`src/rtl/sid_filter_sched_pkg.sv`:
```
// Shared types and constants for the SID filter sample scheduler.
package sid_filter_sched_pkg;

    typedef enum logic [1:0] {
        ST_IDLE   = 2'd0,
        ST_COMMIT = 2'd1,
        ST_START  = 2'd2,
        ST_RUN    = 2'd3
    } sched_state_e;

    // Filter register map (SID offsets)
    localparam logic [4:0] ADDR_FC_LO    = 5'h15;
    localparam logic [4:0] ADDR_FC_HI    = 5'h16;
    localparam logic [4:0] ADDR_RES_FILT = 5'h17;
    localparam logic [4:0] ADDR_MODE_VOL = 5'h18;

    localparam int unsigned PASS_LEN_DEFAULT = 11;

endpackage

```
`src/rtl/sid_filter_sched_if.sv`:
```
// Register bus, live sample inputs and filter-side outputs of the scheduler.
interface sid_filter_sched_if;
    logic        ce_1m;
    logic        we;
    logic [4:0]  addr;
    logic [7:0]  data;
    logic [11:0] voice1_in;
    logic [11:0] voice2_in;
    logic [11:0] voice3_in;
    logic [11:0] ext_in;
    logic        ovr_clr;

    logic [10:0] Fc;
    logic [7:0]  Res_Filt;
    logic [7:0]  Mode_Vol;
    logic [11:0] voice1;
    logic [11:0] voice2;
    logic [11:0] voice3;
    logic [11:0] ext_o;
    logic        input_valid;
    logic        busy;
    logic [7:0]  overrun_cnt;

    modport master (
        output ce_1m, we, addr, data, voice1_in, voice2_in, voice3_in, ext_in, ovr_clr,
        input  Fc, Res_Filt, Mode_Vol, voice1, voice2, voice3, ext_o,
               input_valid, busy, overrun_cnt
    );

    modport slave (
        input  ce_1m, we, addr, data, voice1_in, voice2_in, voice3_in, ext_in, ovr_clr,
        output Fc, Res_Filt, Mode_Vol, voice1, voice2, voice3, ext_o,
               input_valid, busy, overrun_cnt
    );
endinterface

```
`src/rtl/sid_tick_div.sv`:
```
// Divides the chip-rate enable down to the filter sample tick (one tick per DIV ce_1m).
module sid_tick_div #(
    parameter int unsigned DIV = 1
) (
    input  logic clk,
    input  logic rst,
    input  logic ce_1m_i,
    output logic tick_o
);
    localparam logic [7:0] LAST = 8'(DIV - 1);

    logic [7:0] cnt_q, cnt_d;
    logic       tick_q, tick_d;

    // Next count and tick: tick fires on the ce_1m that wraps the counter
    always_comb begin
        cnt_d  = cnt_q;
        tick_d = 1'b0;
        if (ce_1m_i) begin
            tick_d = (cnt_q == LAST);
            cnt_d  = (cnt_q == LAST) ? '0 : cnt_q + 8'd1;
        end
    end

    // Divider state register
    always_ff @(posedge clk) begin
        if (rst) begin
            cnt_q  <= '0;
            tick_q <= 1'b0;
        end else begin
            cnt_q  <= cnt_d;
            tick_q <= tick_d;
        end
    end

    assign tick_o = tick_q;

endmodule

```
`src/rtl/sid_filter_sched.sv`:
```
// Filter sample scheduler: shadows filter registers, commits them with the live
// samples on each sample tick and drives one filter pass, counting dropped ticks.
module sid_filter_sched
    import sid_filter_sched_pkg::*;
#(
    parameter int unsigned DIV      = 1,
    parameter int unsigned PASS_LEN = PASS_LEN_DEFAULT
) (
    input logic               clk,
    input logic               rst,
    sid_filter_sched_if.slave bus
);
    sched_state_e state_q, state_d;
    logic [3:0]   pass_cnt_q, pass_cnt_d;
    logic [7:0]   ovr_q, ovr_d;
    logic         tick;
    logic         commit;
    logic         drop;

    logic [7:0]   sh15_q, sh16_q, sh17_q, sh18_q;
    logic [10:0]  fc_q;
    logic [7:0]   res_q, mode_q;
    logic [11:0]  v1_q, v2_q, v3_q, ext_q;

    sid_tick_div #(.DIV(DIV)) u_div (
        .clk     (clk),
        .rst     (rst),
        .ce_1m_i (bus.ce_1m),
        .tick_o  (tick)
    );

    // Shadow register writes; a write during COMMIT lands here only, so the
    // commit below still sees the previous value
    always_ff @(posedge clk) begin
        if (rst) begin
            sh15_q <= '0;
            sh16_q <= '0;
            sh17_q <= '0;
            sh18_q <= '0;
        end else if (bus.we) begin
            case (bus.addr)
                ADDR_FC_LO:    sh15_q <= bus.data;
                ADDR_FC_HI:    sh16_q <= bus.data;
                ADDR_RES_FILT: sh17_q <= bus.data;
                ADDR_MODE_VOL: sh18_q <= bus.data;
                default: ;
            endcase
        end
    end

    // Next state, pass counter and commit strobe
    always_comb begin
        state_d    = state_q;
        pass_cnt_d = pass_cnt_q;
        commit     = 1'b0;
        case (state_q)
            ST_IDLE: begin
                if (tick) state_d = ST_COMMIT;
            end
            ST_COMMIT: begin
                commit  = 1'b1;
                state_d = ST_START;
            end
            ST_START: begin
                pass_cnt_d = 4'(PASS_LEN - 1);
                state_d    = ST_RUN;
            end
            ST_RUN: begin
                if (pass_cnt_q == '0) state_d = ST_IDLE;
                else                  pass_cnt_d = pass_cnt_q - 4'd1;
            end
            default: state_d = ST_IDLE;
        endcase
    end

    // Overrun counter: ticks arriving while busy are dropped; clear has priority
    always_comb begin
        drop  = tick && (state_q != ST_IDLE);
        ovr_d = ovr_q;
        if (bus.ovr_clr)               ovr_d = '0;
        else if (drop && ovr_q != '1)  ovr_d = ovr_q + 8'd1;
    end

    // FSM, pass counter and overrun registers
    always_ff @(posedge clk) begin
        if (rst) begin
            state_q    <= ST_IDLE;
            pass_cnt_q <= '0;
            ovr_q      <= '0;
        end else begin
            state_q    <= state_d;
            pass_cnt_q <= pass_cnt_d;
            ovr_q      <= ovr_d;
        end
    end

    // Committed filter registers and voice holds, loaded only in COMMIT
    always_ff @(posedge clk) begin
        if (rst) begin
            fc_q   <= '0;
            res_q  <= '0;
            mode_q <= '0;
            v1_q   <= '0;
            v2_q   <= '0;
            v3_q   <= '0;
            ext_q  <= '0;
        end else if (commit) begin
            fc_q   <= {sh16_q, sh15_q[2:0]};
            res_q  <= sh17_q;
            mode_q <= sh18_q;
            v1_q   <= bus.voice1_in;
            v2_q   <= bus.voice2_in;
            v3_q   <= bus.voice3_in;
            ext_q  <= bus.ext_in;
        end
    end

    assign bus.Fc          = fc_q;
    assign bus.Res_Filt    = res_q;
    assign bus.Mode_Vol    = mode_q;
    assign bus.voice1      = v1_q;
    assign bus.voice2      = v2_q;
    assign bus.voice3      = v3_q;
    assign bus.ext_o       = ext_q;
    assign bus.input_valid = (state_q == ST_START);
    assign bus.busy        = (state_q != ST_IDLE);
    assign bus.overrun_cnt = ovr_q;

endmodule
```
`src/flat_wrapper.sv`:
```
// flat-port wrapper written by rule: the top's interface ports become plain ports
module sid_filter_sched_flat import sid_filter_sched_pkg::*;
#(
    parameter int unsigned DIV      = 1,
    parameter int unsigned PASS_LEN = PASS_LEN_DEFAULT
)
  (clk, rst, bus_ce_1m, bus_we, bus_addr, bus_data, bus_voice1_in, bus_voice2_in, bus_voice3_in, bus_ext_in, bus_ovr_clr, bus_Fc, bus_Res_Filt, bus_Mode_Vol, bus_voice1, bus_voice2, bus_voice3, bus_ext_o, bus_input_valid, bus_busy, bus_overrun_cnt);
  sid_filter_sched_if bus_i ();
  input logic clk;
  input logic rst;
  input wire logic [$bits(bus_i.ce_1m)-1:0] bus_ce_1m;
  input wire logic [$bits(bus_i.we)-1:0] bus_we;
  input wire logic [$bits(bus_i.addr)-1:0] bus_addr;
  input wire logic [$bits(bus_i.data)-1:0] bus_data;
  input wire logic [$bits(bus_i.voice1_in)-1:0] bus_voice1_in;
  input wire logic [$bits(bus_i.voice2_in)-1:0] bus_voice2_in;
  input wire logic [$bits(bus_i.voice3_in)-1:0] bus_voice3_in;
  input wire logic [$bits(bus_i.ext_in)-1:0] bus_ext_in;
  input wire logic [$bits(bus_i.ovr_clr)-1:0] bus_ovr_clr;
  output wire logic [$bits(bus_i.Fc)-1:0] bus_Fc;
  output wire logic [$bits(bus_i.Res_Filt)-1:0] bus_Res_Filt;
  output wire logic [$bits(bus_i.Mode_Vol)-1:0] bus_Mode_Vol;
  output wire logic [$bits(bus_i.voice1)-1:0] bus_voice1;
  output wire logic [$bits(bus_i.voice2)-1:0] bus_voice2;
  output wire logic [$bits(bus_i.voice3)-1:0] bus_voice3;
  output wire logic [$bits(bus_i.ext_o)-1:0] bus_ext_o;
  output wire logic [$bits(bus_i.input_valid)-1:0] bus_input_valid;
  output wire logic [$bits(bus_i.busy)-1:0] bus_busy;
  output wire logic [$bits(bus_i.overrun_cnt)-1:0] bus_overrun_cnt;
  assign bus_i.ce_1m = bus_ce_1m;
  assign bus_i.we = bus_we;
  assign bus_i.addr = bus_addr;
  assign bus_i.data = bus_data;
  assign bus_i.voice1_in = bus_voice1_in;
  assign bus_i.voice2_in = bus_voice2_in;
  assign bus_i.voice3_in = bus_voice3_in;
  assign bus_i.ext_in = bus_ext_in;
  assign bus_i.ovr_clr = bus_ovr_clr;
  assign bus_Fc = bus_i.Fc;
  assign bus_Res_Filt = bus_i.Res_Filt;
  assign bus_Mode_Vol = bus_i.Mode_Vol;
  assign bus_voice1 = bus_i.voice1;
  assign bus_voice2 = bus_i.voice2;
  assign bus_voice3 = bus_i.voice3;
  assign bus_ext_o = bus_i.ext_o;
  assign bus_input_valid = bus_i.input_valid;
  assign bus_busy = bus_i.busy;
  assign bus_overrun_cnt = bus_i.overrun_cnt;
  sid_filter_sched #(.DIV(DIV), .PASS_LEN(PASS_LEN)) u_core (.clk(clk), .rst(rst), .bus(bus_i));
endmodule
```
`config.mk`:
```
export PLATFORM = sky130hd
export DESIGN_NAME = sid_filter_sched_flat
export DESIGN_NICKNAME = d
export VERILOG_FILES = /design/src/rtl/sid_filter_sched_pkg.sv /design/src/rtl/sid_filter_sched_if.sv /design/src/rtl/sid_tick_div.sv /design/src/rtl/sid_filter_sched.sv /design/src/flat_wrapper.sv
export SDC_FILE = /design/constraint.sdc
export NUM_CORES = 1
export LEC_CHECK = 0
export CORE_ASPECT_RATIO = 0.5
export CORE_MARGIN = 5
export CORE_UTILIZATION = 46
export CTS_CLUSTER_DIAMETER = 50
export DETAILED_ROUTE_END_ITERATION = 6
export GPL_TIMING_DRIVEN = 1
export HOLD_SLACK_MARGIN = 0.15
export PLACE_DENSITY_LB_ADDON = 0.05
export SLEW_MARGIN = 20
export SYNTH_ARGS = -nofsm -noshare
export SYNTH_HDL_FRONTEND = slang
export SYNTH_SLANG_ARGS = --single-unit
```
`constraint.sdc`:
```
create_clock -name clk -period 2.3 [get_ports clk]
set_clock_uncertainty 0.15 [all_clocks]
set_input_delay 0.69 -clock clk [delete_from_list [all_inputs] [get_ports clk]]
set_output_delay 0.69 -clock clk [all_outputs]
set_load 0.02 [all_outputs]
```
==> impl_results.md <==
* Place WS at 0.00384 ns
* Final Hold Fails at 0
* Core Region at 10100 µm²
* Worst-path clk slew at 0.06 ns
* HPWL after DPL at 7690 µm
* CP bufs+invs at 1
* Initial Util at 0.468
* FF-to-FF Start: u_core.state_q[1]
* Cts bufs inserted at 17
* Grt ovf at 0
* DRC at 0
* Status: finished clean
* Worst Reg-to-Reg Cells at 7
* Pwr dens at 1010 nW/µm²
* Vias/cell at 4.74
* H-tree depth at 4
* Slew Limit Fails at 0
* Post-DRT Antenna Nets at 0
* Die Span X at 154 µm
* Area delta synth->final at 48.6%
* Area after DPL at 6490 µm²
* Synthesis-stage register bit count at 125
* Peak supply drop at 0.649 mV
* Post-synth top area cell: dfxtp_1
* Placement row count at 26
* Layout filler cell count at 806
* IO Count at 151
* Mux share of post-synthesis cell area at 0.224
* Slew HR at 0.739
* DIE HEIGHT at 81.9 µm
* 1st-iter DRT viols at 129
* Clk root buf: clkbuf_16
* Min Hold Slack at 0.339 ns
* Post-CTS setup buffer count at 0
* Final instance area at 7060 µm²
* RSZ-0062 raised after global routing: no
* Yosys warnings at 0
* Antenna violations before repair at 0
* Hold Startpoint: u_core.bus.Res_Filt[2]
* Type of the most critical hold path: register to register
* Syn Nets at 542
* Synth Area in Compound Gates at 0.0258
* Fin crit share at 0.964
* CP max stage cell: clkdlybuf4s50_1
* Final net count at 701
* Hold_buf cts at 0
* Syn Inst Count at 468
* CTS Sinks at 125
* Count of final setup violators at 0
* Worst EP arrival at 1.38 ns
* Post-synth top area share at 0.527
* Register-to-register setup slack at 0.36 ns
* Library cells used by synthesis at 38
* Clock tree buffer depth at 2
* Hold EP: u_core.bus.Res_Filt[2]
* Power consumption at 0.00715 W
* Port Buffers at 150
* Vias in the first global route at 3519
* Max incr delay on CP at 0.64 ns
* Top cell family by delay on the critical path: buffers and inverters
* Global-route wire length before repair at 17600 µm
* Fmax achieved at 451 MHz
* Largest net degree at the start of global routing at 84
* Layout cell share with drive strength beyond 1 at 0.0891
* Crit path capture type: output pin
* Gpl congestion at 0.761
* Min-Delay Path Depth at 2
* Top area cells in the synthesized netlist: dfxtp_1 (53%), mux2i_1 (22%), nor2_1 (9.2%)
* WP data required at 1.46 ns
* Max Cap Viol at 0
* Adder-Cell Fraction of Synth Area at 0.0211
* Die area at 12600 µm²
* GRT Util Overall at 0.175
* Diodes inserted at 0
* Launching element type of the critical path: register
* Synth Area in Simple Gates at 0.161
* FF+latch area at 2500 µm²
* Via count at 3699
* Footprint of the multi-input gates at 2130 µm²
* CTS tree: built
* Post-Syn Area at 4750 µm²
* Mean Syn Cell Area at 10.2 µm²
* Crit Path Max Fanout at 2
* Post-synthesis xor/xnor area fraction at 0.0129
* Leakage power figure at 2.73 nW
* Crit-path cells: clkdlybuf4s50_1
* DRT Pass-1 Iters at 4
* Crit path kind: register to output pin
* Worst-Margin Slew at 0.391 ns
* Wire per inst at 14.0 µm
* Overall routed net length at 10900 µm
* Sequential area share after synthesis at 0.527
* Worst-Skew Late Latency at 0.41 ns
* RR Endpoint: u_core.bus.overrun_cnt[5]
* Fin crit period at 2.22 ns
* Final worst setup slack at 0.0821 ns
* Setup TNS at 0 ns
* Largest family of logic cells by synthesized area: multiplexers
worst reg2reg max path, cell delays in order (launching register included):
cell and delay, ns:
dfxtp_2 0.35, inv_1 0.08, ha_1 0.20, buf_4 0.15, nor2b_4 0.17, o21ai_2 0.12
or4_1 0.51, a21oi_1 0.14
cells by family (layout without fill, tap and decap cells):
| group | Yosys count | count (layout) |
|---|---|---|
| xor+xnor | 7 | 7 |
| flops | 125 | 125 |
| buf+inv | 32 | 204 |
| simple gates | 169 | 169 |
| mux | 106 | 106 |
| fa+ha+maj | 8 | 8 |
| compound gates | 21 | 21 |
Yosys cell counts (all sizes together):
library cell and instances:
dfxtp 125, nor2 118, mux2i 104, nand2 13
buf 12, clkbuf 12, a21oi 9, ha 8
inv 8, o21ai 6, nand3 5, nand4 5
and3 4, nand2b 4, nor3 4, xor2 4
nor4b 3, xnor2 3, a211oi 2, a31oi 2
and4 2, mux2 2, nand4b 2, a2bb2oi 1
and2 1, nor2b 1, nor3b 1, nor4bb 1
o31ai 1, or2 1, or3 1, or3b 1
or4 1, or4b 1
stage by stage:
step,instances,utilization
after floorplan,468,-
after global placement,748,0.640
after detailed placement,748,0.640
after CTS,780,0.696
after global routing,780,0.696
final,780,0.696
where the power goes:
part           internal [W]  switching [W]  total, W
Combinational       0.00105        0.00102   0.00207
Clock               0.00160       0.000974   0.00257
Sequential          0.00239       0.000115   0.00251
flip-flops by register name, summed over array words and instances (netlist names):
name	flops
u_core.bus.overrun_cnt	8
u_core.bus.Fc	11
u_core.state_q	2
u_core.sh17_q	8
u_core.bus.voice2	12
u_core.bus.Res_Filt	8
u_core.bus.Mode_Vol	8
u_core.u_div.cnt_q	8
u_core.sh15_q	3
u_core.bus.voice3	12
u_core.u_div.tick_o	1
u_core.bus.ext_o	12
u_core.sh16_q	8
u_core.sh18_q	8
u_core.bus.voice1	12
u_core.pass_cnt_q	4
how the worst max path moves through the flow:
stage	start	endpoint	cells past startpoint
6_report	u_core.bus.Mode_Vol[2]	bus_Mode_Vol[2]	1
4_1_cts	u_core.bus.overrun_cnt[6]	bus_overrun_cnt[6]	1
5_1_grt	u_core.bus.Fc[7]	bus_Fc[7]	1
2_1_floorplan	bus_addr[3]	u_core.sh17_q[2]	4
3_5_place_dp	bus_addr[1]	u_core.sh16_q[5]	6
3_3_place_gp	bus_addr[1]	u_core.sh16_q[1]	6
routing by layer:
layer | GRT usage | share of wire
met2 | 0.282 | 0.46
met5 | 0 | 0
met3 | 0.0542 | 0.056
met1 | 0.224 | 0.47
met4 | 0.0696 | 0.015
what timing repair did:
action,4_1_cts,5_1_grt
pin swaps,0,0
endpoints found under the setup margin,7,3
gates resized for setup,10,3
final cells by class:
| type | instances | area share |
|---|---|---|
| sequential | 125 | 0.354 |
| clock inverter | 13 | 0.0202 |
| clock buffer | 19 | 0.0613 |
| timing repair buffer | 164 | 0.233 |
| multi-input combinational | 311 | 0.302 |
| tap | 140 | 0.0248 |
| inverter | 8 | 0.00425 |
cells in the final DEF, fill, tap and decap left out, types with 2 or more instances in the layout:
master,count
a211oi_1,2
a21oi_1,9
a31oi_1,2
and3_1,4
and4_2,2
buf_12,4
buf_4,11
bufinv_16,2
clkbuf_1,2
clkbuf_16,17
clkdlybuf4s50_1,140
clkinv_2,3
clkinv_4,4
clkinvlp_4,2
dfxtp_1,124
dlygate4sd2_1,6
dlymetal6s2s_1,2
ha_1,7
inv_1,8
inv_6,2
mux2_2,2
mux2i_1,104
nand2_1,13
nand2b_1,4
nand3_1,5
nand4_1,5
nand4b_1,2
nor2_1,117
nor3_1,4
nor4b_1,2
o21ai_0,5
xnor2_1,3
xor2_1,4
Power figures use the tool's default switching activity.
